### src/rtl/sevenseg2letra_reader_if.sv
// Segment bus and event-FIFO handshake between a seven-segment display source and the reader.
interface sevenseg2letra_reader_if #(parameter int NUM_DIGITS = 4) ();
  localparam int DW = (NUM_DIGITS > 1) ? $clog2(NUM_DIGITS) : 1;

  logic [7:0]            display;
  logic [NUM_DIGITS-1:0] dig_en;
  logic                  out_valid;
  logic                  out_ready;
  logic [4:0]            out_letra;
  logic [DW-1:0]         out_digit;
  logic                  out_err;
  logic                  overflow;

  modport master (output display, dig_en, out_ready,
                  input  out_valid, out_letra, out_digit, out_err, overflow);
  modport slave  (input  display, dig_en, out_ready,
                  output out_valid, out_letra, out_digit, out_err, overflow);
endinterface

### src/rtl/sevenseg2letra_reader.sv
// Recovers letter codes from a multiplexed seven-segment bus and queues per-digit stable changes.
// Optional macro LETRA_ERR_REPORT_EN: report stable unmatched patterns as err events (letra 5'h1F).
module sevenseg2letra_reader #(
  parameter int NUM_DIGITS    = 4,
  parameter int SETTLE_CYCLES = 2,
  parameter int STABLE_SCANS  = 3,
  parameter int FIFO_DEPTH    = 4
) (
  input  logic                     clk,
  input  logic                     rst_n,
  sevenseg2letra_reader_if.slave   bus
);
  localparam int DW = (NUM_DIGITS > 1) ? $clog2(NUM_DIGITS) : 1;
  localparam int AW = $clog2(FIFO_DEPTH);
  localparam int EW = 1 + 5 + DW;
`ifdef LETRA_ERR_REPORT_EN
  localparam bit ERR_EN = 1'b1;
`else
  localparam bit ERR_EN = 1'b0;
`endif

  function automatic logic [5:0] decode(input logic [7:0] p);
    case (p)
      8'b00000000: decode = {1'b1, 5'h00};
      8'b11111001: decode = {1'b1, 5'h01};
      8'b01011011: decode = {1'b1, 5'h02};
      8'b11000011: decode = {1'b1, 5'h03};
      8'b00111011: decode = {1'b1, 5'h04};
      8'b11010011: decode = {1'b1, 5'h05};
      8'b11010001: decode = {1'b1, 5'h06};
      8'b11111010: decode = {1'b1, 5'h07};
      8'b01111001: decode = {1'b1, 5'h08};
      8'b00101000: decode = {1'b1, 5'h09};
      8'b00101011: decode = {1'b1, 5'h0A};
      8'b01010001: decode = {1'b1, 5'h0B};
      8'b01000011: decode = {1'b1, 5'h0C};
      8'b10001001: decode = {1'b1, 5'h0D};
      8'b11101001: decode = {1'b1, 5'h0E};
      8'b11101011: decode = {1'b1, 5'h0F};
      8'b11110001: decode = {1'b1, 5'h10};
      8'b11111000: decode = {1'b1, 5'h11};
      8'b11000001: decode = {1'b1, 5'h12};
      8'b11011010: decode = {1'b1, 5'h13};
      8'b01010011: decode = {1'b1, 5'h14};
      8'b01101011: decode = {1'b1, 5'h15};
      8'b00001011: decode = {1'b1, 5'h16};
      8'b01100010: decode = {1'b1, 5'h17};
      8'b00111000: decode = {1'b1, 5'h18};
      8'b01111010: decode = {1'b1, 5'h19};
      8'b10110011: decode = {1'b1, 5'h1A};
      default:     decode = {1'b0, 5'h1F};
    endcase
  endfunction

  // settle tracking: run_q counts consecutive edges with the same one-hot dig_en
  logic                  onehot, cap;
  logic [NUM_DIGITS-1:0] dig_prev;
  logic [4:0]            run_q, run_d;
  logic [DW-1:0]         enc;

  assign onehot = $onehot(bus.dig_en);

  always_comb begin
    run_d = 5'd1;
    if (!onehot)
      run_d = '0;
    else if (bus.dig_en == dig_prev)
      run_d = (run_q == 5'(SETTLE_CYCLES + 2)) ? run_q : run_q + 5'd1;
  end

  assign cap = (run_d == 5'(SETTLE_CYCLES + 1));

  always_comb begin
    enc = '0;
    for (int i = 0; i < NUM_DIGITS; i++)
      if (bus.dig_en[i]) enc = DW'(i);
  end

  // capture stage and per-digit stability state
  logic                        cap_v;
  logic [7:0]                  cap_pat;
  logic [DW-1:0]               cap_idx;
  logic [NUM_DIGITS-1:0][7:0]  cand, rep;
  logic [NUM_DIGITS-1:0][2:0]  cnt;
  logic [NUM_DIGITS-1:0]       rep_none;
  logic                        same, reach, fire;
  logic [2:0]                  cnt_old, cnt_new;
  logic [5:0]                  dec;

  assign same    = (cap_pat == cand[cap_idx]);
  assign cnt_old = cnt[cap_idx];
  assign cnt_new = !same ? 3'd1 : (cnt_old == 3'(STABLE_SCANS)) ? cnt_old : cnt_old + 3'd1;
  // a saturated, unchanged candidate does not re-reach the threshold
  assign reach   = (cnt_new == 3'(STABLE_SCANS)) && !(same && cnt_old == 3'(STABLE_SCANS));
  assign dec     = decode(cap_pat);
  assign fire    = cap_v && reach && (rep_none[cap_idx] || rep[cap_idx] != cap_pat)
                   && (dec[5] || ERR_EN);

  always_ff @(posedge clk) begin
    if (!rst_n) begin
      dig_prev <= '0;
      run_q    <= '0;
      cap_v    <= 1'b0;
      cap_pat  <= '0;
      cap_idx  <= '0;
      cand     <= '0;
      cnt      <= '0;
      rep      <= '0;
      rep_none <= '1;
    end else begin
      dig_prev <= bus.dig_en;
      run_q    <= run_d;
      cap_v    <= cap;
      if (cap) begin
        cap_pat <= bus.display;
        cap_idx <= enc;
      end
      if (cap_v) begin
        cand[cap_idx] <= cap_pat;
        cnt[cap_idx]  <= cnt_new;
      end
      if (fire) begin
        rep[cap_idx]      <= cap_pat;
        rep_none[cap_idx] <= 1'b0;
      end
    end
  end

  // event FIFO; a full FIFO still accepts when the head pops on the same edge
  logic [EW-1:0] mem [FIFO_DEPTH];
  logic [AW-1:0] wp, rp;
  logic [AW:0]   count;
  logic          full, pop, push, ovf;
  logic [EW-1:0] ev, head;

  assign full = (count == (AW+1)'(FIFO_DEPTH));
  assign pop  = bus.out_valid && bus.out_ready;
  assign push = fire && (!full || pop);
  assign ev   = {ERR_EN & ~dec[5], dec[4:0], cap_idx};
  assign head = mem[rp];

  always_ff @(posedge clk) begin
    if (!rst_n) begin
      wp    <= '0;
      rp    <= '0;
      count <= '0;
      ovf   <= 1'b0;
    end else begin
      if (push) wp <= wp + 1'b1;
      if (pop)  rp <= rp + 1'b1;
      case ({push, pop})
        2'b10:   count <= count + 1'b1;
        2'b01:   count <= count - 1'b1;
        default: count <= count;
      endcase
      if (fire && full && !pop) ovf <= 1'b1;
    end
  end

  always_ff @(posedge clk) begin
    if (push) mem[wp] <= ev;
  end

  assign bus.out_valid = (count != '0);
  assign bus.out_err   = bus.out_valid & head[EW-1];
  assign bus.out_letra = bus.out_valid ? head[DW +: 5] : 5'd0;
  assign bus.out_digit = bus.out_valid ? head[DW-1:0] : '0;
  assign bus.overflow  = ovf;
endmodule

### src/flat_wrapper.sv
// flat-port wrapper written by rule: the top's interface ports become plain ports
module sevenseg2letra_reader_flat 
#(
  parameter int NUM_DIGITS    = 4,
  parameter int SETTLE_CYCLES = 2,
  parameter int STABLE_SCANS  = 3,
  parameter int FIFO_DEPTH    = 4
)
  (clk, rst_n, bus_display, bus_dig_en, bus_out_ready, bus_out_valid, bus_out_letra, bus_out_digit, bus_out_err, bus_overflow);
  sevenseg2letra_reader_if #(.NUM_DIGITS(NUM_DIGITS)) bus_i ();
  input  logic clk;
  input  logic rst_n;
  input wire logic [$bits(bus_i.display)-1:0] bus_display;
  input wire logic [$bits(bus_i.dig_en)-1:0] bus_dig_en;
  input wire logic [$bits(bus_i.out_ready)-1:0] bus_out_ready;
  output wire logic [$bits(bus_i.out_valid)-1:0] bus_out_valid;
  output wire logic [$bits(bus_i.out_letra)-1:0] bus_out_letra;
  output wire logic [$bits(bus_i.out_digit)-1:0] bus_out_digit;
  output wire logic [$bits(bus_i.out_err)-1:0] bus_out_err;
  output wire logic [$bits(bus_i.overflow)-1:0] bus_overflow;
  assign bus_i.display = bus_display;
  assign bus_i.dig_en = bus_dig_en;
  assign bus_i.out_ready = bus_out_ready;
  assign bus_out_valid = bus_i.out_valid;
  assign bus_out_letra = bus_i.out_letra;
  assign bus_out_digit = bus_i.out_digit;
  assign bus_out_err = bus_i.out_err;
  assign bus_overflow = bus_i.overflow;
  sevenseg2letra_reader #(.NUM_DIGITS(NUM_DIGITS), .SETTLE_CYCLES(SETTLE_CYCLES), .STABLE_SCANS(STABLE_SCANS), .FIFO_DEPTH(FIFO_DEPTH)) u_core (.clk(clk), .rst_n(rst_n), .bus(bus_i));
endmodule
### config.mk
export PLATFORM = sky130hd
export DESIGN_NAME = sevenseg2letra_reader_flat
export DESIGN_NICKNAME = d
export VERILOG_FILES = /design/src/rtl/sevenseg2letra_reader_if.sv /design/src/rtl/sevenseg2letra_reader.sv /design/src/flat_wrapper.sv
export SDC_FILE = /design/constraint.sdc
export NUM_CORES = 1
export LEC_CHECK = 0
export ABC_AREA = 1
export CORE_MARGIN = 4
export CORE_UTILIZATION = 40
export CTS_CLUSTER_SIZE = 28
export DETAILED_ROUTE_END_ITERATION = 16
export PLACE_DENSITY = 0.59
export SETUP_SLACK_MARGIN = 0.3
export SYNTH_ARGS = -nofsm -noshare
export SYNTH_HDL_FRONTEND = slang
export SYNTH_SLANG_ARGS = --single-unit
### constraint.sdc
create_clock -name clk -period 6.4 [get_ports clk]
set_clock_uncertainty 0.05 [all_clocks]
set_input_delay 1.6 -clock clk [delete_from_list [all_inputs] [get_ports clk]]
set_output_delay 1.6 -clock clk [all_outputs]
set_load 0.05 [all_outputs]
# ---- Yosys cells after proc, flatten, opt, wreduce, memory -nomap -nowiden
# Memories as Yosys holds them, arrays and structs flattened. A register that Yosys moved wholly into a read port is not among the register bits.
# Index checks and enable logic that the tools add are counted.
dict set report totals {
  regBits 108
  ram_bits 28
  inputBits 15
  output_inout_bits 10
  wordCells 125
  memories 1
}
# name words width rd rd_clocked_by_memory_dff write_ports line
set mem_list {}
lappend mem_list {u_core.mem 4 7 1 1 1 sevenseg2letra_reader.sv:130} ;# logic [EW-1:0] mem [FIFO_DEPTH];
dict set report classes {
  add_sub_neg 9
  order_cmp 2
  n_eq_ne 37
  n_mux 33
  bitwise_logic 3
  reduce_logical 18
}
# op n
set op_table {}
lappend op_table {{$pmux W6 S27} 1}
lappend op_table {{$eq A8 B8 Y1 const B} 13}
lappend op_table {{$bwmux W32} 2}
lappend op_table {{$eq A8 B7 Y1 const B} 8}
lappend op_table {{$bmux W8 S2} 2}
lappend op_table {{$eq A8 B6 Y1 const B} 4}
lappend op_table {{$mux W8} 3}
lappend op_table {{$mux W5} 4}
lappend op_table {{$demux W8 S2} 1}
lappend op_table {{$bwmux W12} 1}
lappend op_table {{$mux W3} 4}
lappend op_table {{$logic_and A1 B1 Y1} 10}
lappend op_table {{$mux W2} 5}
lappend op_table {{$eq A8 B4 Y1 const B} 1}
lappend op_table {{$eq A8 B8 Y1} 1}
lappend op_table {{$logic_not A8 Y1} 1}
lappend op_table {{$ne A8 B8 Y1} 1}
lappend op_table {{$add A3 B1 Y3 const B} 2}
lappend op_table {{$bmux W3 S2} 1}
lappend op_table {{$demux W3 S2} 1}
lappend op_table {{$eq A3 B2 Y1 const B} 2}
lappend op_table {{$pmux W3 S2} 1}
lappend op_table {{$add A5 B1 Y5 const B} 1}
lappend op_table {{$eq A5 B2 Y1 const B} 1}
lappend op_table {{other kinds (22)} 31}

# ---- Depth between registers and ports, before layout
# Gate-level depths: netlist of run 1.
dict set report logic_depth {
  ltp_word 13
  depth_mapped 22
  mapped_depth_nobuf 21
}

# ---- Least setup slack after synthesis of run 1
# OpenSTA, ideal clock, no wires.
dict set report synth_timing {
  path_type {input to register}
  from {input port bus_dig_en[2]}
  to {register u_core.cap_pat[7]}
  setup_ps 113
  arrival_ps 3606
  required_time_ps 6237
  setup_slack_ps 2631
  stages 13
  n_path_buf 1
  path_cell_list {inv_1 -> ha_1 -> ha_1 -> fa_1 -> nor2_1 -> nand2_1 -> nor2_1 -> nand3_1 -> nand2_1 -> clkbuf_1 -> nand2_1 -> nand2_1 -> nor2_1}
}
dict set report synth_via {
  elab_chain_cells 5
  elab_cells_between_ends 7
  cone_classes {2 x add/sub; 3 x eq/ne; 2 x mux}
}
# element line
set synth_rtl {}
lappend synth_rtl {{start, declared} flat_wrapper.sv:14} ;# input wire logic [$bits(bus_i.dig_en)-1:0] bus_dig_en;
lappend synth_rtl {{$add A1 B1 Y2 (implied by the code)} sevenseg2letra_reader.sv:61} ;# assign onehot = $onehot(bus.dig_en);
lappend synth_rtl {{$add A3 B3 Y3 (implied by the code)} sevenseg2letra_reader.sv:61}
lappend synth_rtl {{$eq A3 B1 Y1} sevenseg2letra_reader.sv:61}
lappend synth_rtl {{$mux W5 (*)} sevenseg2letra_reader.sv:65} ;# if (!onehot)
lappend synth_rtl {{$eq A5 B2 Y1 (*)} sevenseg2letra_reader.sv:71} ;# assign cap = (run_d == 5'(SETTLE_CYCLES + 1));
lappend synth_rtl {{end signal, assigned} sevenseg2letra_reader.sv:115} ;# cap_pat <= bus.display;
lappend synth_rtl {{end, declared} sevenseg2letra_reader.sv:81} ;# logic [7:0] cap_pat;
# Mark *: on every way between the ends. The rest lies on a longest branch, timed or not.
# A chain may end at the register's enable or synchronous reset.

# ---- Worst setup path after layout of run 1
dict set report layout_timing {
  from {input port bus_dig_en[2]}
  to {register u_core.cap_idx[1]}
}
dict set report layout_via {
  elab_chain_cells 5
  elab_cells_between_ends 9
  cone_classes {2 x add/sub; 3 x eq/ne; 4 x mux}
}
# element line
set layout_rtl {}
lappend layout_rtl {{$add A1 B1 Y2 (implied by the code)} sevenseg2letra_reader.sv:61}
lappend layout_rtl {{$add A3 B3 Y3 (implied by the code)} sevenseg2letra_reader.sv:61}
lappend layout_rtl {{$eq A3 B1 Y1} sevenseg2letra_reader.sv:61}
lappend layout_rtl {{$mux W5} sevenseg2letra_reader.sv:65}
lappend layout_rtl {{$eq A5 B2 Y1} sevenseg2letra_reader.sv:71}
lappend layout_rtl {{end signal, assigned} sevenseg2letra_reader.sv:116} ;# cap_idx <= enc;
lappend layout_rtl {{end, declared} sevenseg2letra_reader.sv:82} ;# logic [DW-1:0] cap_idx;
# Several ways; a longest one is shown, not always the timed one.

==> impl_metrics.toml, run 1 <==
[clock_network]
numCtsBuffers = 17
postCtsSetupRepairBufs = 0
post_cts_hold_buffer_count = 0
clock_latency_ns = 0.43
htree_levels = 4
cts_tree = "built"
clk_path_buf_depth = 2
clock_sinks = 138
root_buffer = "clkbuf_16"
clk_pin_slew_ns = 0.06
cts_resized = 0

[global_routing]
grt_start_max_net_pins = 60
use_met2 = 0.2878
grt_first_pass_wirelength_mm = 27.77
use_met3 = 0.03562
antenna_found_initial = 0
grt_pass1_vias = 5471
grt_use_total = 0.1749
met1_usage = 0.2330
top_usage_layer = "met2"
gr-total-overflow = 0

[logic_synthesis]
yosysSeqAreaShare = 0.4307
synth_top_family_by_area = "simple AND/OR/NAND/NOR gates"
synth_xor_xnor_area_share = 0.008677
ys_warn_count = 0
ys.flop_type = "dfxtp_1"
synth.cell_area_um2 = 7066
async_flop_share = 0
yosys-top-cells-count = "nand2_1, nor2_1, dfxtp_1"
netlist_instances = 1019
synth_mux_area_frac = 0
yosysTopAreaCell = "dfxtp_1"
synth-compound-area-share = 0.1031
synthAdderAreaFrac = 0.02692
post-synth-top-count-cell = "nand2_1"
ys_types = 38
synth_top_area_frac = 0.3117
syn_avg_cell_area_um2 = 6.934
synthTopCellsByArea = "dfxtp_1, nand2_1, edfxtp_1"
synth_edf_count = 28
synth-simple-area-share = 0.3322
synth_nets = 1048
ys_seq_elements = 138

[flow_run]
maxCapViolCount = 0

[critical_path]
worstSetupPathType = "input port to flip-flop"
path_max_fanout = 19
crit_path_start_kind = "input port"
endpoint_kind = "flip-flop"
arrival_ns = 4.53
required_ns = 6.67

[routing]
dr.first_iter.drc_count = 450
ant_nets = 0
detail_route.wl_per_cell_um = 13.28
vias = 5924
viasPerCell = 4.690
drtPass1Iterations = 5
drc = 0
routed_wl_mm = 16.77

[layout]
drive_above_1_share = 0.07803
syn_to_final_growth_pct = 13.99
fill_cells = 1754
multi_input_area_um2 = 3331
n_antenna_cell = 0
nets = 1054
regArea_um2 = 3043

[sta]
slew_headroom = 0.3599
fin_crit_sh = 0.6665
finalCriticalPeriod_ns = 4.265
clock.fmax_mhz = 234.4
timing.hold.ws_ns = 0.4006
rsz0062_at_grt = "false"
drv_slew = 0
hold_viol_final = 0
tns_ns = 0
worst_slack_ns = 2.135
setup_viol = 0
worstMarginPinSlew_ns = 0.9602

[floorplanning]
die_h_um = 140.9
io_pins = 25
fp.dieW_um = 140.9
num_rows = 48
start_util = 0.4085
dieArea_um2 = 19850
core_um2 = 17300

[placed_design]
dpl_worst_slack_ns = 1.679
portBuffers = 23
routabilityCongestion = 0.9041
dpl.hpwl_mm = 11.24

[pwr]
peakVddDrop_mv = 0.2188
p_sw_w = 0.0005042
swShare = 0.2273
p_leak_nw = 3.820
cellPowerDensity_nw_per_um2 = 275.4
finalPower_w = 0.002218
pwr-share-clk = 0.522
p_seq_frac = 0.407
p_int_w = 0.001714
p_comb_frac = 0.071

[status]
outcome = "complete, no violations"

[worst_hold_path]
hold_path.class = "flip-flop to flip-flop"
## registers in the layout, summed over array words and instances, names as in the netlist, named ones only
name	count
u_core.cap_idx	2
u_core.bus.overflow	1
u_core.run_q	5
u_core.cap_pat	8
u_core.cnt	12
u_core.cand	32
u_core.rp	2
u_core.rep_none	4
u_core.dig_prev	4
u_core.rep	32
u_core.mem	28
u_core.wp	2
u_core.cap_v	1
u_core.count	3
## cell usage in the layout (no fill, tap or decap), types with 2 or more instances in the layout
cell / n
inv_4: 2
nor2_2: 5
nand3b_1: 2
o21ai_0: 68
xor2_1: 7
nand2_4: 2
nand3_1: 33
clkinv_4: 4
nand3_2: 4
o21bai_1: 2
clkdlybuf4s50_1: 22
a21oi_1: 65
buf_4: 7
edfxtp_1: 28
nor3_1: 4
bufinv_16: 7
o21ai_1: 5
fa_1: 2
nor2_4: 5
or2_2: 2
clkbuf_16: 17
nor2_1: 180
inv_1: 98
nand2_1: 302
inv_2: 6
ha_1: 12
nand4_1: 8
dfxtp_1: 110
nor4_1: 2
nand2_2: 11
inv_6: 3
o211ai_1: 2
## power by group through the flow
stage | clock [W] | combinational, W | sequential [W]
5_1_grt | 0.00122 | 0.000173 | 0.000904
3_3_place_gp | 0 | 0.000158 | 0.000922
4_1_cts | 0.00118 | 0.000159 | 0.000902
6_report | 0.00116 | 0.000157 | 0.000902
3_5_place_dp | 0 | 0.000159 | 0.000921
2_1_floorplan | 0 | 0.000113 | 0.000916
## metrics by stage
step	area (um2)	std cells	util
after floorplan	7066	1019	-
after global placement	7358	1231	0.4254
after detailed placement	7358	1231	0.4254
after CTS	8054	1263	0.4656
after global routing	8054	1263	0.4656
final	8054	1263	0.4656
## per-layer routing
metal | wire length [um] | vias to the layer above
li1 | - | 3201
met1 | 8132 | 2620
met2 | 7873 | 91
met3 | 618 | 12
met4 | 147 | 0
met5 | 0 | -
## area by class of cell
type                    count  share of cell area
clock buffers              17             0.05282
clock inverters            15             0.03356
inverters                 109             0.05282
multi-input cells         729              0.4135
flip-flops and latches    138              0.3778
well taps                 225             0.03495
repair buffers             30             0.03449
## logic make-up (layout without fill, tap and decap cells)
logic type               count (synthesis)  in the layout
AO/OA/AOI/OAI                          143            143
XOR/XNOR                                 7              7
adder cells (fa/ha/maj)                 14             14
buffers and inverters                  152            171
flip-flops                             138            138
other                                    1              1
AND/OR/NAND/NOR                        564            564
## worst max-delay path: stages
cell             delay (ns)
clkdlybuf4s50_1        0.53
inv_1                  0.08
ha_1                   0.29
ha_1                   0.19
fa_1                   0.43
nor2_1                 0.12
nand2_1                0.10
nor2_1                 0.18
nor3b_1                0.20
nand2_1                0.40
inv_1                  0.23
nand2_1                0.07
nand2_1                0.06
nor2_1                 0.05
## final timing paths
path                                          from            endpoint  depth (start not counted)  slack (ns)
worst min-delay path            u_core.rep_none[2]  u_core.rep_none[2]                          2        0.40
worst min register to register  u_core.rep_none[2]  u_core.rep_none[2]                          2        0.40
worst max-delay path                 bus_dig_en[2]   u_core.cap_idx[1]                         14        2.13
worst max register to register   u_core.cap_idx[0]     u_core.count[2]                         20        2.63
No activity file was read; power rests on OpenSTA's default activity.
==> run 2: changes to the inputs <==
--- a/config.mk
+++ b/config.mk
@@ -10,7 +10,7 @@
 export CORE_UTILIZATION = 40
 export CTS_CLUSTER_SIZE = 28
 export DETAILED_ROUTE_END_ITERATION = 16
-export PLACE_DENSITY = 0.59
+export PLACE_DENSITY = 0.61
 export SETUP_SLACK_MARGIN = 0.3
 export SYNTH_ARGS = -nofsm -noshare
 export SYNTH_HDL_FRONTEND = slang
==> constraint.sdc (replaced) <==
create_clock -name clk -period 3.8 [get_ports clk]
set_clock_uncertainty 0.05 [all_clocks]
set_input_delay 0.95 -clock clk [delete_from_list [all_inputs] [get_ports clk]]
set_output_delay 0.95 -clock clk [all_outputs]
set_load 0.05 [all_outputs]
==> run 2 against run 1 <==
- sequential share of layout area shrank 0.54 points
- hold slack lost 0.0030 ns
- cell area grew 1.7%
- wire length grew 1.4%
- largest power group unchanged
- worst setup slack lost 1.6 ns
- combinational power grew 74%
- utilization grew 0.77 points
- largest cell class unchanged
==> impl_metrics.toml, run 2 (same netlist as run 1, synthesis figures left out) <==
[layout]
multi_input_area_um2 = 3331
fill_cells = 1753
nets = 1069
syn_to_final_growth_pct = 15.88
top_regs = "u_core.cand x32, u_core.rep x32, u_core.mem x28"
drive_above_1_share = 0.09592
fin_util = 0.4734
regArea_um2 = 3049
stdcell_area_um2 = 8188
layout_common_cells = "nand2_1, nor2_1, dfxtp_1"
layout_commonest_cell = "nand2_1"
n_antenna_cell = 0

[routing]
drtPass1Iterations = 5
dr.first_iter.drc_count = 391
detail_route.wl_per_cell_um = 13.31
ant_nets = 0
drc = 0
routed_wl_mm = 17.01
viasPerCell = 4.776
vias = 6104

[global_routing]
grt_first_pass_wirelength_mm = 28.18
gr-total-overflow = 0
grt_start_max_net_pins = 53
grt_pass1_vias = 5614
grt_use_total = 0.1772
antenna_found_initial = 0

[pwr]
p_leak_nw = 3.910
cellPowerDensity_nw_per_um2 = 454.7
peakVddDrop_mv = 0.3471
finalPower_w = 0.003723

[placed_design]
portBuffers = 23
dpl.hpwl_mm = 11.42
dpl_cell_area_um2 = 7483
dpl_worst_slack_ns = 0.1894
routabilityCongestion = 0.8669

[clock_network]
htree_levels = 4
post_cts_hold_buffer_count = 0
clock_sinks = 138
clock_latency_ns = 0.42
clk_pin_slew_ns = 0.06
root_buffer = "clkbuf_16"
cts_tree = "built"
clk_path_buf_depth = 2
numCtsBuffers = 17

[flow_run]
maxCapViolCount = 0

[critical_path]
path_max_fanout = 15
worstSetupPathType = "flip-flop to output pin"
arrival_ns = 2.26
required_ns = 2.80
rr_endpoint = "u_core.count[2]"
r2r-start = "u_core.cap_pat[4]"
r2r_slack_ns = 0.61
crit_path_start_kind = "flip-flop"
r2r_cells = 19
endpoint_kind = "output pin"
crit_end = "bus_out_letra[0]"

[sta]
setup_viol = 0
rsz0062_at_grt = "false"
worstMarginPinSlew_ns = 0.6147
clock.fmax_mhz = 306.6
fin_crit_sh = 0.8584
tns_ns = 0
slew_headroom = 0.5864
drv_slew = 0
worst_slack_ns = 0.5379
hold_viol_final = 0
finalCriticalPeriod_ns = 3.262

[floorplanning]
io_pins = 25
num_rows = 48
fp.dieW_um = 140.9
die_h_um = 140.9
start_util = 0.4085
dieArea_um2 = 19850
core_um2 = 17300

[worst_hold_path]
hold_path.class = "flip-flop to flip-flop"

[status]
outcome = "complete, no violations"
==> run 2: cell count changes in the layout (fill, tap and decap cells not counted), moves of 2 or more <==
| cell | previous run | this run |
|---|---|---|
| clkinv_2 | 1 | 3 |
| clkinv_4 | 4 | 1 |
| dfxtp_2 | 0 | 5 |
| buf_4 | 7 | 20 |
| dfxtp_1 | 110 | 105 |
| clkbuf_8 | 0 | 2 |
==> run 2: how the worst min path moves through the flow <==
stage,start,end,slack [ns],depth (start not counted)
finish,u_core.rep_none[3],u_core.rep_none[3],0.40,2
global route,u_core.rep_none[3],u_core.rep_none[3],0.41,2
CTS,u_core.rep_none[3],u_core.rep_none[3],0.40,2
detailed placement,u_core.rep_none[3],u_core.rep_none[3],0.38,2
global placement,u_core.rep_none[3],u_core.rep_none[3],0.38,2
floorplan,u_core.rep_none[0],u_core.rep_none[0],0.37,2
==> run 2: per-stage QoR <==
step / cells / hold WS, ns
floorplan: 1019 / 0.3691
global placement: 1246 / 0.3777
detailed placement: 1246 / 0.3846
CTS: 1278 / 0.3995
global route: 1278 / 0.4082
finish: 1278 / 0.3976
==> run 2: report_power, final <==
part	switching (W)	internal [W]
Sequential	0.0000160	0.00150
Combinational	0.000181	0.0000914
Clock	0.000626	0.00130
Total	0.000823	0.00290
==> run 2: what timing repair did <==
item / 4_1_cts / 5_1_grt
endpoints found under the setup margin: 5 / 1
gates resized for setup: 1 / 5
buffers inserted: 0 / 0
cloned: 0 / 0
==> run 2: metal layers <==
| layer | track usage | routed length [um] |
|---|---|---|
| met3 | 0.04715 | 767 |
| met1 | 0.2321 | 7979 |
| met4 | 0.03927 | 215 |
| met5 | 0 | 0 |
| met2 | 0.2949 | 8048 |
==> run 2: critical path, cell delays in order (launching register included) <==
cell	delay [ns]
dfxtp_2	0.40
inv_1	0.31
o21ai_0	0.17
a21oi_1	0.15
clkdlybuf4s50_1	0.82
==> run 2: area by class of cell <==
cell class	count	area share
clock buffers	21	0.05883
flip-flops and latches	138	0.3724
well taps	225	0.03438
inverters	109	0.05196
repair buffers	45	0.04966
multi-input cells	729	0.4068
clock inverters	11	0.02598
==> run 3: changes to the inputs <==
--- a/config.mk
+++ b/config.mk
@@ -7,10 +7,11 @@
 export LEC_CHECK = 0
 export ABC_AREA = 1
 export CORE_MARGIN = 4
-export CORE_UTILIZATION = 40
+export CORE_UTILIZATION = 55
 export CTS_CLUSTER_SIZE = 28
 export DETAILED_ROUTE_END_ITERATION = 16
-export PLACE_DENSITY = 0.61
+export HOLD_SLACK_MARGIN = 0.02
+export PLACE_DENSITY = 0.79
 export SETUP_SLACK_MARGIN = 0.3
 export SYNTH_ARGS = -nofsm -noshare
 export SYNTH_HDL_FRONTEND = slang
==> run 3 against run 2 <==
- clock-buffer cell count shrank 3
- first-iteration DRC count grew 12%
- largest power group unchanged
- combinational power shrank 2%
==> impl_metrics.toml, run 3 (same netlist as run 1, synthesis figures left out) <==
[status]
outcome = "complete, no violations"

[critical_path]
cpPeakStageDelay_ns = 0.82
worstSetupPathType = "flip-flop to output pin"
endpoint_kind = "output pin"
path_max_fanout = 8
required_ns = 2.80
cp_cell_sequence = "inv_1 -> nor2_1 -> o21ai_0 -> a21oi_1 -> clkdlybuf4s50_1"
slowest_stage = "clkdlybuf4s50_1"
arrival_ns = 2.31
crit_path_start_kind = "flip-flop"

[global_routing]
antenna_found_initial = 0
grt_start_max_net_pins = 66
grt_pass1_vias = 5804
grt_use_total = 0.2317
grt_first_pass_wirelength_mm = 27.08
gr-total-overflow = 0

[routing]
routed_wl_mm = 15.78
drc = 0
drtPass1Iterations = 5
vias = 6126
detail_route.wl_per_cell_um = 12.92
viasPerCell = 5.017
ant_nets = 0
dr.first_iter.drc_count = 437

[layout]
layout_commonest_cell = "nand2_1"
drive_above_1_share = 0.08961
top_regs = "u_core.cand x32, u_core.rep x32, u_core.mem x28"
nets = 1065
fin_util = 0.6322
layout_common_cells = "nand2_1, nor2_1, dfxtp_1"
stdcell_area_um2 = 7978
n_antenna_cell = 0
syn_to_final_growth_pct = 12.91

[placed_design]
routabilityCongestion = 0.9045
dpl_cell_area_um2 = 7387
dpl.hpwl_mm = 10.84
portBuffers = 23
dpl_worst_slack_ns = 0.2019

[pwr]
p_leak_nw = 3.850
peakVddDrop_mv = 0.4030
cellPowerDensity_nw_per_um2 = 427.4

[sta]
slew_headroom = 0.5324
clock.fmax_mhz = 302.3
tns_ns = 0
worstMarginPinSlew_ns = 0.7014
rsz0062_at_grt = "true"
worst_slack_ns = 0.4926
setup_viol = 0
hold_viol_final = 0
fin_crit_sh = 0.8704
timing.hold.ws_ns = 0.3993
finalCriticalPeriod_ns = 3.307
drv_slew = 0

[floorplanning]
dieArea_um2 = 14720
io_pins = 25
fp.dieW_um = 121.3
start_util = 0.5599
core_um2 = 12620
num_rows = 41
die_h_um = 121.3

[clock_network]
htree_levels = 4
clock_sinks = 138
cts_tree = "built"
clk_path_buf_depth = 2
numCtsBuffers = 17
clock_latency_ns = 0.42
postCtsSetupRepairBufs = 0
post_cts_hold_buffer_count = 0
root_buffer = "clkbuf_16"
clk_pin_slew_ns = 0.06

[flow_run]
maxCapViolCount = 0

[worst_hold_path]
hold_path.class = "flip-flop to flip-flop"
## run 3: worst paths after layout
check                startpoint  depth (start not counted)                  to  slack (ns)
max                   flip-flop                          5    bus_out_letra[4]        0.49
min          u_core.rep_none[3]                          2  u_core.rep_none[3]        0.40
max reg2reg   u_core.cap_pat[7]                         19     u_core.count[2]        0.50
min reg2reg  u_core.rep_none[3]                          2  u_core.rep_none[3]        0.40
## run 3: worst max-delay path, delay by kind of cell (launching register included)
family | cells | cell delay, ns
flops | 1 | 0.47
compound gates | 2 | 0.27
simple gates | 1 | 0.15
buf+inv | 2 | 1.01
## run 3: what timing repair did
action,CTS,global route
endpoints found under the hold margin,0,0
resized for setup,0,3
setup endpoints to repair,0,38
## run 3: layer usage
metal  part of all wire  vias to the layer above  GRT usage
met4              0.024                        0     0.1050
met5                  0                        -          0
li1                   -                     3226          -
met1               0.45                     2720     0.2955
met3              0.049                       32    0.04988
met2               0.47                      148     0.3765
## run 3: cell type report
type | instances | area, um2
Fill cell | 1114 | 4642
Multi-Input combinational cell | 729 | 3331
Tap cell | 172 | 215.2
Clock buffer | 18 | 429.2
Clock inverter | 14 | 156.4
Sequential cell | 138 | 3045
Inverter | 109 | 425.4
Timing Repair Buffer | 41 | 375.4
## run 3: stage by stage
stage	std cells	total power [W]
floorplan	1019	0.001732
global placement	1189	0.001818
detailed placement	1189	0.001822
CTS	1221	0.003438
global route	1221	0.003528
finish	1221	0.003409
## run 3: where the power goes
| part | switching, W | internal (W) |
|---|---|---|
| sequential | 0.0000175 | 0.00150 |
| combinational | 0.000179 | 0.0000887 |
| clock | 0.000599 | 0.00102 |
